### config.mk
export PLATFORM = sky130hd
export DESIGN_NAME = cal_sweep_sequencer_flat
export DESIGN_NICKNAME = d
export VERILOG_FILES = /design/src/rtl/cal_sweep_sequencer_if.sv /design/src/rtl/cal_sweep_sequencer.sv /design/src/flat_wrapper.sv
export SDC_FILE = /design/constraint.sdc
export NUM_CORES = 1
export LEC_CHECK = 0
export ABC_AREA = 1
export CORE_AREA = 10 10 56 58
export DETAILED_ROUTE_END_ITERATION = 10
export DIE_AREA = 0 0 66 68
export PLACE_DENSITY = 0.83
export SYNTH_ARGS = -nofsm -noshare
export SYNTH_HDL_FRONTEND = slang
export SYNTH_SLANG_ARGS = --single-unit
### constraint.sdc
create_clock -name clk -period 1.6 [get_ports clk]
set_input_delay 0.32 -clock clk [delete_from_list [all_inputs] [get_ports clk]]
set_output_delay 0.32 -clock clk [all_outputs]
set_load 0.05 [all_outputs]
### src/rtl/cal_sweep_sequencer_if.sv
// Control/handshake bundle between the user side, LED driver, camera and the
// calibration sweep sequencer. master drives the pulses; slave is the sequencer.
interface cal_sweep_sequencer_if #(
    parameter int unsigned LED_ADDRESS_WIDTH = 6
);
    logic                       start;
    logic                       abort;
    logic                       led_frame_displayed;
    logic                       cam_frame_done;
    logic                       capture_done;
    logic [LED_ADDRESS_WIDTH:0] led_index;
    logic                       show_valid;
    logic                       capture_req;
    logic                       busy;
    logic                       done;
    logic                       error;

    modport master (
        output start,
        output abort,
        output led_frame_displayed,
        output cam_frame_done,
        output capture_done,
        input  led_index,
        input  show_valid,
        input  capture_req,
        input  busy,
        input  done,
        input  error
    );

    modport slave (
        input  start,
        input  abort,
        input  led_frame_displayed,
        input  cam_frame_done,
        input  capture_done,
        output led_index,
        output show_valid,
        output capture_req,
        output busy,
        output done,
        output error
    );
endinterface

### src/rtl/cal_sweep_sequencer.sv
// Timed, handshaked LED calibration sweep: light LED n, wait for the strand and camera
// to settle, request a capture, step to n+1. Define CAL_SEQ_TIMEOUT_EN for the watchdog.
module cal_sweep_sequencer #(
    parameter int unsigned NUM_LEDS          = 50,
    parameter int unsigned LED_ADDRESS_WIDTH = 6,
    parameter int unsigned SETTLE_FRAMES     = 3,
    parameter int unsigned TIMEOUT_CYCLES    = 1048576
) (
    input logic                  clk,
    input logic                  rst_n,
    cal_sweep_sequencer_if.slave bus
);
    localparam int unsigned IDX_W = LED_ADDRESS_WIDTH + 1;
    localparam int unsigned CNT_W = $clog2(SETTLE_FRAMES + 1);

    localparam logic [IDX_W-1:0] LAST_INDEX   = IDX_W'(NUM_LEDS - 1);
    localparam logic [CNT_W-1:0] SETTLE_COUNT = CNT_W'(SETTLE_FRAMES);

    typedef enum logic [2:0] {
        StIdle,
        StWaitLed,
        StSettle,
        StCapture,
        StWaitCap,
        StNext,
        StDone,
        StError
    } state_e;

    state_e             state_q, state_d;
    logic [IDX_W-1:0]   led_index_q, led_index_d;
    logic [CNT_W-1:0]   frame_cnt_q, frame_cnt_d;
    logic [CNT_W-1:0]   frame_cnt_inc;

    assign frame_cnt_inc = frame_cnt_q + CNT_W'(1);

`ifdef CAL_SEQ_TIMEOUT_EN
    localparam int unsigned WDOG_W = $clog2(TIMEOUT_CYCLES + 1);
    localparam logic [WDOG_W-1:0] WDOG_LAST = WDOG_W'(TIMEOUT_CYCLES - 1);

    logic [WDOG_W-1:0] wdog_q, wdog_d;
    logic              waiting;
    logic              wdog_expired;

    assign waiting      = (state_q == StWaitLed) || (state_q == StSettle) ||
                          (state_q == StWaitCap);
    assign wdog_expired = waiting && (wdog_q == WDOG_LAST);
`else
    logic unused_timeout_cycles;
    assign unused_timeout_cycles = (TIMEOUT_CYCLES != 0);
`endif

    always_ff @(posedge clk or negedge rst_n) begin
        if (!rst_n) begin
            state_q     <= StIdle;
            led_index_q <= '0;
            frame_cnt_q <= '0;
        end else begin
            state_q     <= state_d;
            led_index_q <= led_index_d;
            frame_cnt_q <= frame_cnt_d;
        end
    end

    always_comb begin
        state_d     = state_q;
        led_index_d = led_index_q;
        frame_cnt_d = frame_cnt_q;

        unique case (state_q)
            StIdle, StDone, StError: begin
                if (bus.start) begin
                    state_d     = StWaitLed;
                    led_index_d = '0;
                    frame_cnt_d = '0;
                end
            end
            StWaitLed: begin
                if (bus.led_frame_displayed) begin
                    state_d     = StSettle;
                    frame_cnt_d = '0;
                end
            end
            StSettle: begin
                if (bus.cam_frame_done) begin
                    frame_cnt_d = frame_cnt_inc;
                    if (frame_cnt_inc == SETTLE_COUNT) begin
                        state_d = StCapture;
                    end
                end
            end
            StCapture: begin
                state_d = StWaitCap;
            end
            StWaitCap: begin
                if (bus.capture_done) begin
                    state_d = StNext;
                end
            end
            StNext: begin
                if (led_index_q == LAST_INDEX) begin
                    state_d = StDone;
                end else begin
                    state_d     = StWaitLed;
                    led_index_d = led_index_q + IDX_W'(1);
                end
            end
            default: begin
                state_d = StIdle;
            end
        endcase

`ifdef CAL_SEQ_TIMEOUT_EN
        // The awaited pulse on the final cycle still wins over the watchdog.
        if (wdog_expired && (state_d == state_q)) begin
            state_d = StError;
        end
`endif

        if (bus.abort) begin
            state_d     = StIdle;
            led_index_d = '0;
            frame_cnt_d = '0;
        end
    end

`ifdef CAL_SEQ_TIMEOUT_EN
    always_ff @(posedge clk or negedge rst_n) begin
        if (!rst_n) begin
            wdog_q <= '0;
        end else begin
            wdog_q <= wdog_d;
        end
    end

    // Restarts on every state entry; only runs while waiting on an external pulse.
    always_comb begin
        wdog_d = '0;
        if ((state_d == state_q) && waiting) begin
            wdog_d = wdog_q + WDOG_W'(1);
        end
    end

    assign bus.error = (state_q == StError);
`else
    assign bus.error = 1'b0;
`endif

    // The strand stays lit for the whole step, including the capture and index update.
    assign bus.led_index   = led_index_q;
    assign bus.busy        = (state_q != StIdle) && (state_q != StDone) &&
                             (state_q != StError);
    assign bus.show_valid  = bus.busy;
    assign bus.capture_req = (state_q == StCapture);
    assign bus.done        = (state_q == StDone);

endmodule
### src/flat_wrapper.sv
// flat-port wrapper written by rule: the top's interface ports become plain ports
module cal_sweep_sequencer_flat 
#(
    parameter int unsigned NUM_LEDS          = 50,
    parameter int unsigned LED_ADDRESS_WIDTH = 6,
    parameter int unsigned SETTLE_FRAMES     = 3,
    parameter int unsigned TIMEOUT_CYCLES    = 1048576
)
  (clk, rst_n, bus_start, bus_abort, bus_led_frame_displayed, bus_cam_frame_done, bus_capture_done, bus_led_index, bus_show_valid, bus_capture_req, bus_busy, bus_done, bus_error);
  cal_sweep_sequencer_if #(.LED_ADDRESS_WIDTH(LED_ADDRESS_WIDTH)) bus_i ();
  input logic clk;
  input logic rst_n;
  input wire logic [$bits(bus_i.start)-1:0] bus_start;
  input wire logic [$bits(bus_i.abort)-1:0] bus_abort;
  input wire logic [$bits(bus_i.led_frame_displayed)-1:0] bus_led_frame_displayed;
  input wire logic [$bits(bus_i.cam_frame_done)-1:0] bus_cam_frame_done;
  input wire logic [$bits(bus_i.capture_done)-1:0] bus_capture_done;
  output wire logic [$bits(bus_i.led_index)-1:0] bus_led_index;
  output wire logic [$bits(bus_i.show_valid)-1:0] bus_show_valid;
  output wire logic [$bits(bus_i.capture_req)-1:0] bus_capture_req;
  output wire logic [$bits(bus_i.busy)-1:0] bus_busy;
  output wire logic [$bits(bus_i.done)-1:0] bus_done;
  output wire logic [$bits(bus_i.error)-1:0] bus_error;
  assign bus_i.start = bus_start;
  assign bus_i.abort = bus_abort;
  assign bus_i.led_frame_displayed = bus_led_frame_displayed;
  assign bus_i.cam_frame_done = bus_cam_frame_done;
  assign bus_i.capture_done = bus_capture_done;
  assign bus_led_index = bus_i.led_index;
  assign bus_show_valid = bus_i.show_valid;
  assign bus_capture_req = bus_i.capture_req;
  assign bus_busy = bus_i.busy;
  assign bus_done = bus_i.done;
  assign bus_error = bus_i.error;
  cal_sweep_sequencer #(.NUM_LEDS(NUM_LEDS), .LED_ADDRESS_WIDTH(LED_ADDRESS_WIDTH), .SETTLE_FRAMES(SETTLE_FRAMES), .TIMEOUT_CYCLES(TIMEOUT_CYCLES)) u_core (.clk(clk), .rst_n(rst_n), .bus(bus_i));
endmodule
Yosys cells after proc, flatten, opt, wreduce, memory -nomap -nowiden
Index checks and enable logic that the tools add are counted.
Cells by class
  add/sub/neg operators: 2
  multiply operators: 0
  div/mod/pow operators: 0
  magnitude comparators: 0
  equal/unequal tests: 17
  shifts and indexed selects: 0
  muxes and demuxes: 17
  bitwise logic cells: 0
  reductions and logical operators: 10
Operators with widths (number)
  two-way mux 3 bit: 7
  two-way mux 7 bit: 3
  != test 3 bit (second input constant): 7
  case mux 3 bit (6 select lines): 1
  case mux 7 bit (2 select lines): 1
  equality test 3 bit (second input constant): 4
  two-way mux 2 bit: 4
  adder 7 x 1 -> 7 bit (second input constant): 1
  equality test 7 x 6 -> 1 bit (second input constant): 1
  equality test 3 x 2 -> 1 bit (second input constant): 2
  case mux 2 bit (3 select lines): 1
  nonzero test 3 bit: 2
  AND reduction 5 bit: 1
  AND reduction 4 bit: 1
  nonzero test 4 bit: 1
  equality test 3 x 1 -> 1 bit (second input constant): 1
  zero test 3 bit: 1
  != test 3 x 2 -> 1 bit (second input constant): 1
  AND reduction 3 bit: 1
  OR reduction 3 bit: 1
  adder 2 x 1 -> 2 bit (second input constant): 1
  equality test 2 bit (second input constant): 1
  logical AND 1 bit: 2
Word-level totals
  bits in registers: 12
  latch bits: 0
  memory bits (writable): 0
  ROM bits: 0
  bits of input ports: 7
  output and inout bits: 12
  logic and storage cells: 49
  memories: 0

Depth between registers and ports, before layout
Gate-level depths: netlist (run 1).
  word-level depth: 6
  mapped depth: 9
  mapped depth without buffers: 9

Worst setup path before layout (run 1)
Ideal clock, no wire load.
  kind: register to output
  start: register u_core.state_q[2]
  end: output bus_done
  data arrival time: 1.641 ns
  required time: 1.280 ns
  slack: -0.361 ns
  stages on the path, launching flop included: 3
  cell sequence: dfrtp_1 -> inv_2 -> nor3_1
On the way
  cells in the longest elaborated chain, start to end: 1
Ends and longest elaborated chain
  start, declared: RTL line cal_sweep_sequencer.sv:30  | state_e state_q, state_d;
  start signal, assigned: RTL line cal_sweep_sequencer.sv:55  | state_q <= StIdle;
  start signal, assigned: RTL line cal_sweep_sequencer.sv:59  | state_q <= state_d;
  equality test 3 bit: RTL line cal_sweep_sequencer.sv:155  | assign bus.done = (state_q == StDone);
  end, declared: RTL line flat_wrapper.sv:22  | output wire logic [$bits(bus_i.done)-1:0] bus_done;
Every way passes these cells.

Worst setup path after layout (run 1)
  start: register u_core.state_q[2]
  end: output bus_show_valid
On the way
  cells in the longest elaborated chain, start to end: 3
  elaborated cells on any way between the ends: 5
  those cells by class: eq/ne (2); reduce/logical (3)
Ends and longest elaborated chain
  != test 3 bit / nonzero test 3 bit (equally long branches): RTL line cal_sweep_sequencer.sv:151  | assign bus.busy = (state_q != StIdle) && (state_q != StDone) &&
  logical AND 1 bit: RTL line cal_sweep_sequencer.sv:151
  logical AND 1 bit (*): RTL line cal_sweep_sequencer.sv:151
  end, declared: RTL line flat_wrapper.sv:19  | output wire logic [$bits(bus_i.show_valid)-1:0] bus_show_valid;
Every way passes the cells marked *; elsewhere a longest branch is shown, timed or not.

==> summary.md, run 1 <==
| Metric | Value |
|---|---|
| GPL Wtd Cong | 0.871 |
| Main synth FF type | dfrtp_1 |
| Total global routing overflow | 0 |
| CP top delay family | flip-flops |
| CTS clk-pin slew, worst paths | 80 ps |
| Yosys reg bits | 12 |
| Largest net degree at the start of global routing | 13 |
| Post-synthesis cell count | 147 |
| Cell Area, Synth | 976 um^2 |
| DRT Wirelength | 2.67 mm |
| Most instantiated cells after synthesis | nand2_1 (39), inv_1 (19), nand3_1 (17), nor2_1 (17), dfrtp_1 (12) |
| Slowest cell on the critical path | dfrtp_2 |
| Die width | 66 um |
| Final Cycle Share | 99.7% |
| Clk_lat worst skew | 270 ps |
| Register area | 305 um^2 |
| # diodes | 0 |
| Initial core utilization | 46.3% |
| Slew Limit Fails | 0 |
| Fin. Hold Viols | 0 |
| Max incr delay on CP | 460 ps |
| Port buffer count | 17 |
| Post-CTS Hold Buffers | 0 |
| Via count | 1,058 |
| Max cap viols | 0 |
| Worst-path cell chain | buf_4 -> nand2_2 -> nand2_4 -> buf_12 |
| Mux contribution to synthesized area | 0% |
| Sinks on Clock Net | 12 |
| Fmax | 627 MHz |
| Minimum clock period | 1590 ps |
| Largest family of logic cells by synthesized area | simple AND/OR/NAND/NOR gates |
| Vias in the first global route | 1,006 |
| Post-synth ARST share | 100% |
| Synth Area in Adders | 3.85% |
| Most numerous cell in the Yosys netlist | nand2_1 |
| Net count after synthesis | 157 |
| Num CTS Buffers | 3 |
| Sequential share of the synthesized area | 30.8% |
| Critical path buffer and inverter count | 2 |
| Post-synthesis xor/xnor area fraction | 0% |
| DRC Markers | 0 |
| Fillers | 146 |
| Hold WS | 398 ps |
| Crit path arrival time | 1270 ps |
| Post-DP HPWL | 2.10 mm |
| Initial antenna violation count | 0 |
| Simple-Gate Fraction of Synth Area | 44.6% |
| Worst-path fanout max | 5 |
| Pwr Total | 1.84 mW |
| Slew headroom | 63.8% |
| Most area-consuming cells after synthesis | dfrtp_1 (31%), nand2_1 (15%), nand3_1 (8.7%) |
| Core Footprint | 0.00211 mm^2 |
| Root buffer cell | clkbuf_4 |
| CTS tree | built |
| Hold crit path type | input port to async pin |
| Worst slew pin tran | 542 ps |
| Final design utilization | 70.1% |
| Setup violations, final | 0 |
| Leakage | 0.751 nW |
| Area fraction in compound gates after synthesis | 8.21% |
| Largest area contributor in the netlist | dfrtp_1 |
| Initial drt markers | 45 |
| H-tree levels | 1 |
| Nets@finish | 192 |
| Worst setup EP type | output pin |
| Crit path kind | flop to output pin |
| Pwr/cell area | 1250 mW/mm^2 |
| Maximum vdd drop | 886 uV |
| Ports | 19 |
| Number of synthesized flops with an enable pin | 0 |
| Post-route clock skew | 3.64 ps |
| Mean post-synth cell area | 6.64 um^2 |
| Height of the die | 68 um |
| Wire per inst | 12.8 um |
| Area grow syn2layout | 51.3% |
| Aggregate global-route resource usage | 11.4% |
| Area of the multi-input gates | 581 um^2 |
| Die ar. | 0.00449 mm^2 |
| First-pass GRT wire length | 4.11 mm |
| Pre-antenna DRT Iters | 4 |
| CP Data Required Time | 1280 ps |
| Synth warnings | 0 |
| Crit path launch type | flop |
| Outcome | finished, final reports clean |
| Worst-case clock buffer depth | 2 |
| Fraction of layout cells with a size suffix above 1 | 34.3% |
| Final ANT Viol Nets | 0 |
| Post-synth top area share | 30.8% |
| Via/cell ratio | 5.06 |
| Synth unique cells | 22 |
| Rows | 17 |
==> through the flow <==
stage | cells | setup slack, ps | setup TNS [ps] | area [um^2]
2_1_floorplan | 147 | 25.7 | 0 | 982
3_3_place_gp | 201 | -23.5 | -97.9 | 1380
3_5_place_dp | 201 | -69.8 | -424 | 1380
4_1_cts | 205 | 14.9 | 0 | 1430
5_1_grt | 209 | -29.5 | -58.2 | 1480
6_report | 209 | 5.29 | 0 | 1480
==> metal layers <==
layer	vias to the layer above	part of all wire [%]	track usage [%]
met1	494	39	10.4
met5	-	0	0
met4	0	0.37	1.05
met3	2	5.1	3.75
li1	535	-	-
met2	27	55	24.3
==> layout make-up <==
| type | count | area share (%) |
|---|---|---|
| well taps | 28 | 2.37 |
| multi-input cells | 108 | 39.3 |
| repair buffers | 35 | 29.2 |
| inverters | 22 | 5.93 |
| clock buffers | 4 | 2.46 |
| flip-flops and latches | 12 | 20.7 |
==> kinds of logic after synthesis <==
logic type | after synthesis
compound gates | 11
fa+ha+maj | 3
buf+inv | 27
flops | 12
other cells | 1
simple gates | 93
==> where the power goes <==
group | switching, mW | internal, mW
Combinational | 0.680 | 0.496
Clock | 0.0989 | 0.138
Sequential | 0.0818 | 0.345
Total | 0.861 | 0.979
==> repair_timing <==
item                       in CTS  in global routing
setup endpoints to repair       4                  3
pin swaps                       1                  0
setup buffers                   0                  4
gates resized for setup         6                  4
==> cell usage in the layout, fill, tap and decap left out, drive strengths merged <==
master,Yosys,routed
a21oi,2,2
buf,5,29
clkbuf,0,4
clkdlybuf4s50,0,6
conb,1,1
dfrtp,12,12
ha,3,3
inv,22,22
nand2,47,47
nand3,20,20
nand4,5,5
nor2,19,19
nor3,1,1
o21ai,8,8
o21bai,1,1
or2,1,1
==> path summary, 6_finish.rpt <==
check                                                    startpoint                             endpoint  slack [ps]  cells after the start
max in group asynchronous                                     rst_n        u_core.state_q[0]$_DFFE_PN0P_         810                      1
worst min-delay path                                          rst_n  u_core.bus.led_index[2]$_DFFE_PN0P_         400                      1
min in group clk                  u_core.frame_cnt_q[1]$_DFFE_PN0P_    u_core.frame_cnt_q[1]$_DFFE_PN0P_         490                      2
worst max-delay path                  u_core.state_q[2]$_DFFE_PN0P_                       bus_show_valid           5                      4
worst min register to register    u_core.frame_cnt_q[1]$_DFFE_PN0P_    u_core.frame_cnt_q[1]$_DFFE_PN0P_         490                      2
worst max register to register  u_core.bus.led_index[1]$_DFFE_PN0P_  u_core.bus.led_index[4]$_DFFE_PN0P_         160                      9
==> registers in the layout (all words and copies together), names as in the netlist <==
register / cells
u_core.state_q: 3
u_core.bus.led_index: 7
u_core.frame_cnt_q: 2
(Power assumes the default switching activity.)
==> run 2: changes to the inputs <==
==> constraint.sdc (replaced) <==
create_clock -name clk -period 1.6 [get_ports clk]
set_input_delay 0.48 -clock clk [delete_from_list [all_inputs] [get_ports clk]]
set_output_delay 0.48 -clock clk [all_outputs]
set_load 0.05 [all_outputs]
==> summary.md, run 2 (same netlist as run 1, synthesis figures left out) <==
| Metric | Value |
|---|---|
| Outcome | complete, but fails checks (was finished, final reports clean) |
| Violated checks | negative setup slack |
| Post-route clock skew | 2.70 ps (was 3.64 ps) |
| Nets@finish | 197 (was 192) |
| Max incr delay on CP | 480 ps (was 460 ps) |
| Vias in the first global route | 1,099 (was 1,006) |
| Clk_lat worst skew | 270 ps (about the same) |
| Aggregate global-route resource usage | 13.9% (was 11.4%) |
| Minimum clock period | 1690 ps (was 1590 ps) |
| Ports | 19 (unchanged) |
| Slowest cell on the critical path | dfrtp_2 (unchanged) |
| Final design utilization | 72.7% (was 70.1%) |
| Post-DP HPWL | 2.19 mm (was 2.10 mm) |
| GPL Wtd Cong | 0.874 (was 0.871) |
| Core Footprint | 0.00211 mm^2 (unchanged) |
| Fraction of layout cells with a size suffix above 1 | 37.1% (was 34.3%) |
| Leakage | 0.787 nW (was 0.751 nW) |
| # diodes | 0 (unchanged) |
| H-tree levels | 1 (unchanged) |
| Post-CTS Hold Buffers | 0 (unchanged) |
| Worst setup EP type | output pin (unchanged) |
| First-pass GRT wire length | 4.94 mm (was 4.11 mm) |
| Largest net degree at the start of global routing | 13 (unchanged) |
| Hold crit path type | input port to async pin (unchanged) |
| R2r setup slk | 130 ps (was 160 ps) |
| Pre-antenna DRT Iters | 4 (unchanged) |
| CTS clk-pin slew, worst paths | 80 ps (about the same) |
| Final ANT Viol Nets | 0 (unchanged) |
| Num CTS Buffers | 3 (unchanged) |
| Root buffer cell | clkbuf_4 (unchanged) |
| Fmax | 592 MHz (was 627 MHz) |
| Max reg flops | 7 (unchanged) |
| Port buffer count | 17 (unchanged) |
| Sinks on Clock Net | 12 (unchanged) |
| Most common cell after layout, fill and taps aside | nand2_1 (unchanged) |
| Setup violations, final | 4 (was 0) |
| Crit path arrival time | 1210 ps (was 1270 ps) |
| Reg-to-reg endpoint | u_core.state_q[2]$_DFFE_PN0P_ (was u_core.bus.led_index[4]$_DFFE_PN0P_) |
| DRT Wirelength | 3.06 mm (was 2.67 mm) |
| Wire per inst | 14.3 um (was 12.8 um) |
| Worst-case clock buffer depth | 2 (unchanged) |
| Via/cell ratio | 5.22 (was 5.06) |
| DRC Markers | 0 (unchanged) |
| Area grow syn2layout | 56.8% (was 51.3%) |
| DP Area | 0.00138 mm^2 (about the same) |
| Fin. Hold Viols | 0 (unchanged) |
| Pwr/cell area | 1320 mW/mm^2 (was 1250 mW/mm^2) |
| CP Data Required Time | 1120 ps (was 1280 ps) |
| Worst-path fanout max | 5 (unchanged) |
| Worst reg2reg startpoint | u_core.state_q[0]$_DFFE_PN0P_ (was u_core.bus.led_index[1]$_DFFE_PN0P_) |
| Via count | 1,117 (was 1,058) |
| Worst-path cell chain | o21ai_4 -> nand2_4 -> buf_12 (was buf_4 -> nand2_2 -> nand2_4 -> buf_12) |
| Rows | 17 (unchanged) |
| Slew Limit Fails | 0 (unchanged) |
| Max cap viols | 0 (unchanged) |
| Crit path launch type | flop (unchanged) |
| R2R cell count | 9 (unchanged) |
| Initial antenna violation count | 0 (unchanged) |
| Initial core utilization | 46.3% (unchanged) |
| CTS tree | built (unchanged) |
| Most frequent cells in the layout | nand2_1 (38), buf_4 (21), inv_1 (18) (was nand2_1 (39), inv_1 (18), nand3_1 (17), nor2_1 (17), buf_4 (16)) |
| Die ar. | 0.00449 mm^2 (unchanged) |
| Worst setup margin | -88.6 ps (was 5.29 ps) |
| Die width | 66 um (unchanged) |
| Fin area | 0.00153 mm^2 (was 0.00148 mm^2) |
| Hold WS | 496 ps (was 398 ps) |
| Total global routing overflow | 0 (unchanged) |
| RSZ-0062 raised after global routing | true |
| Height of the die | 68 um (unchanged) |
| Maximum vdd drop | 887 uV (was 886 uV) |
| Initial drt markers | 57 (was 45) |
| Final Cycle Share | 106% (was 99.7%) |
| Crit path kind | flop to output pin (unchanged) |
## run 2: report_power, final
part,total (mW),switching (mW),internal (mW),leakage [nW]
combinational,1.37,0.760,0.613,0.605
clock,0.241,0.103,0.138,0.0210
sequential,0.414,0.0701,0.344,0.161
total,2.03,0.932,1.09,0.787
## run 2: worst max-delay path, delay by kind of cell, from the launching register on
family                 cells  cell delay, ps
buffers and inverters      1             160
and+or+nand+nor            1             100
DFF                        1             480
AOI/OAI and AO/OA          1             200
## run 2: metrics by stage
step	setup TNS (ps)	setup WS, ps	power [mW]	cells
floorplan	0	26.6	1.11	147
global placement	-2360	-228	1.46	199
detailed placement	-2630	-252	1.49	199
CTS	-289	-74.2	1.94	211
global route	-478	-140	2.14	214
finish	-289	-88.6	2.03	214
## run 2: how the worst max path moves through the flow
stage / start / endpoint / slack (ps) / cells after the start
floorplan: u_core.bus.led_index[1]$_DFFE_PN0P_ / u_core.bus.led_index[2]$_DFFE_PN0P_ / 30 / 9
global placement: bus_abort / u_core.bus.led_index[3]$_DFFE_PN0P_ / -230 / 9
detailed placement: bus_abort / u_core.bus.led_index[3]$_DFFE_PN0P_ / -250 / 9
CTS: u_core.state_q[0]$_DFFE_PN0P_ / bus_show_valid / -70 / 3
global route: u_core.state_q[0]$_DFFE_PN0P_ / bus_show_valid / -140 / 3
finish: u_core.state_q[1]$_DFFE_PN0P_ / bus_show_valid / -90 / 3
## run 2: layer usage
metal / track usage [%] / wire [um] / vias to the layer above
met2: 28.5 / 1750 / 40
met5: 0 / 0 / -
li1: - / - / 539
met1: 12.9 / 1110 / 528
met3: 4.08 / 160 / 10
met4: 3.66 / 44 / 0
## run 2: cell type report
class	count	area (um^2)
clock buffers	4	36.3
inverters	22	87.6
repair buffers	40	472
flip-flops and latches	12	304
multi-input cells	108	596
fillers	150	576
well taps	28	35.0
## run 2: timing repair
action	in CTS	in global routing
pin swaps	3	0
setup buffers	8	3
resized for setup	8	5
setup endpoints to repair	4	11
==> run 3: changes to the inputs <==
--- a/config.mk
+++ b/config.mk
@@ -9,6 +9,7 @@
 export CORE_AREA = 10 10 56 58
 export DETAILED_ROUTE_END_ITERATION = 10
 export DIE_AREA = 0 0 66 68
+export HOLD_SLACK_MARGIN = 0.06
 export PLACE_DENSITY = 0.83
 export SYNTH_ARGS = -nofsm -noshare
 export SYNTH_HDL_FRONTEND = slang
==> results of run 3 <==
Final layout, timing and power as in run 2 (identical DEF).
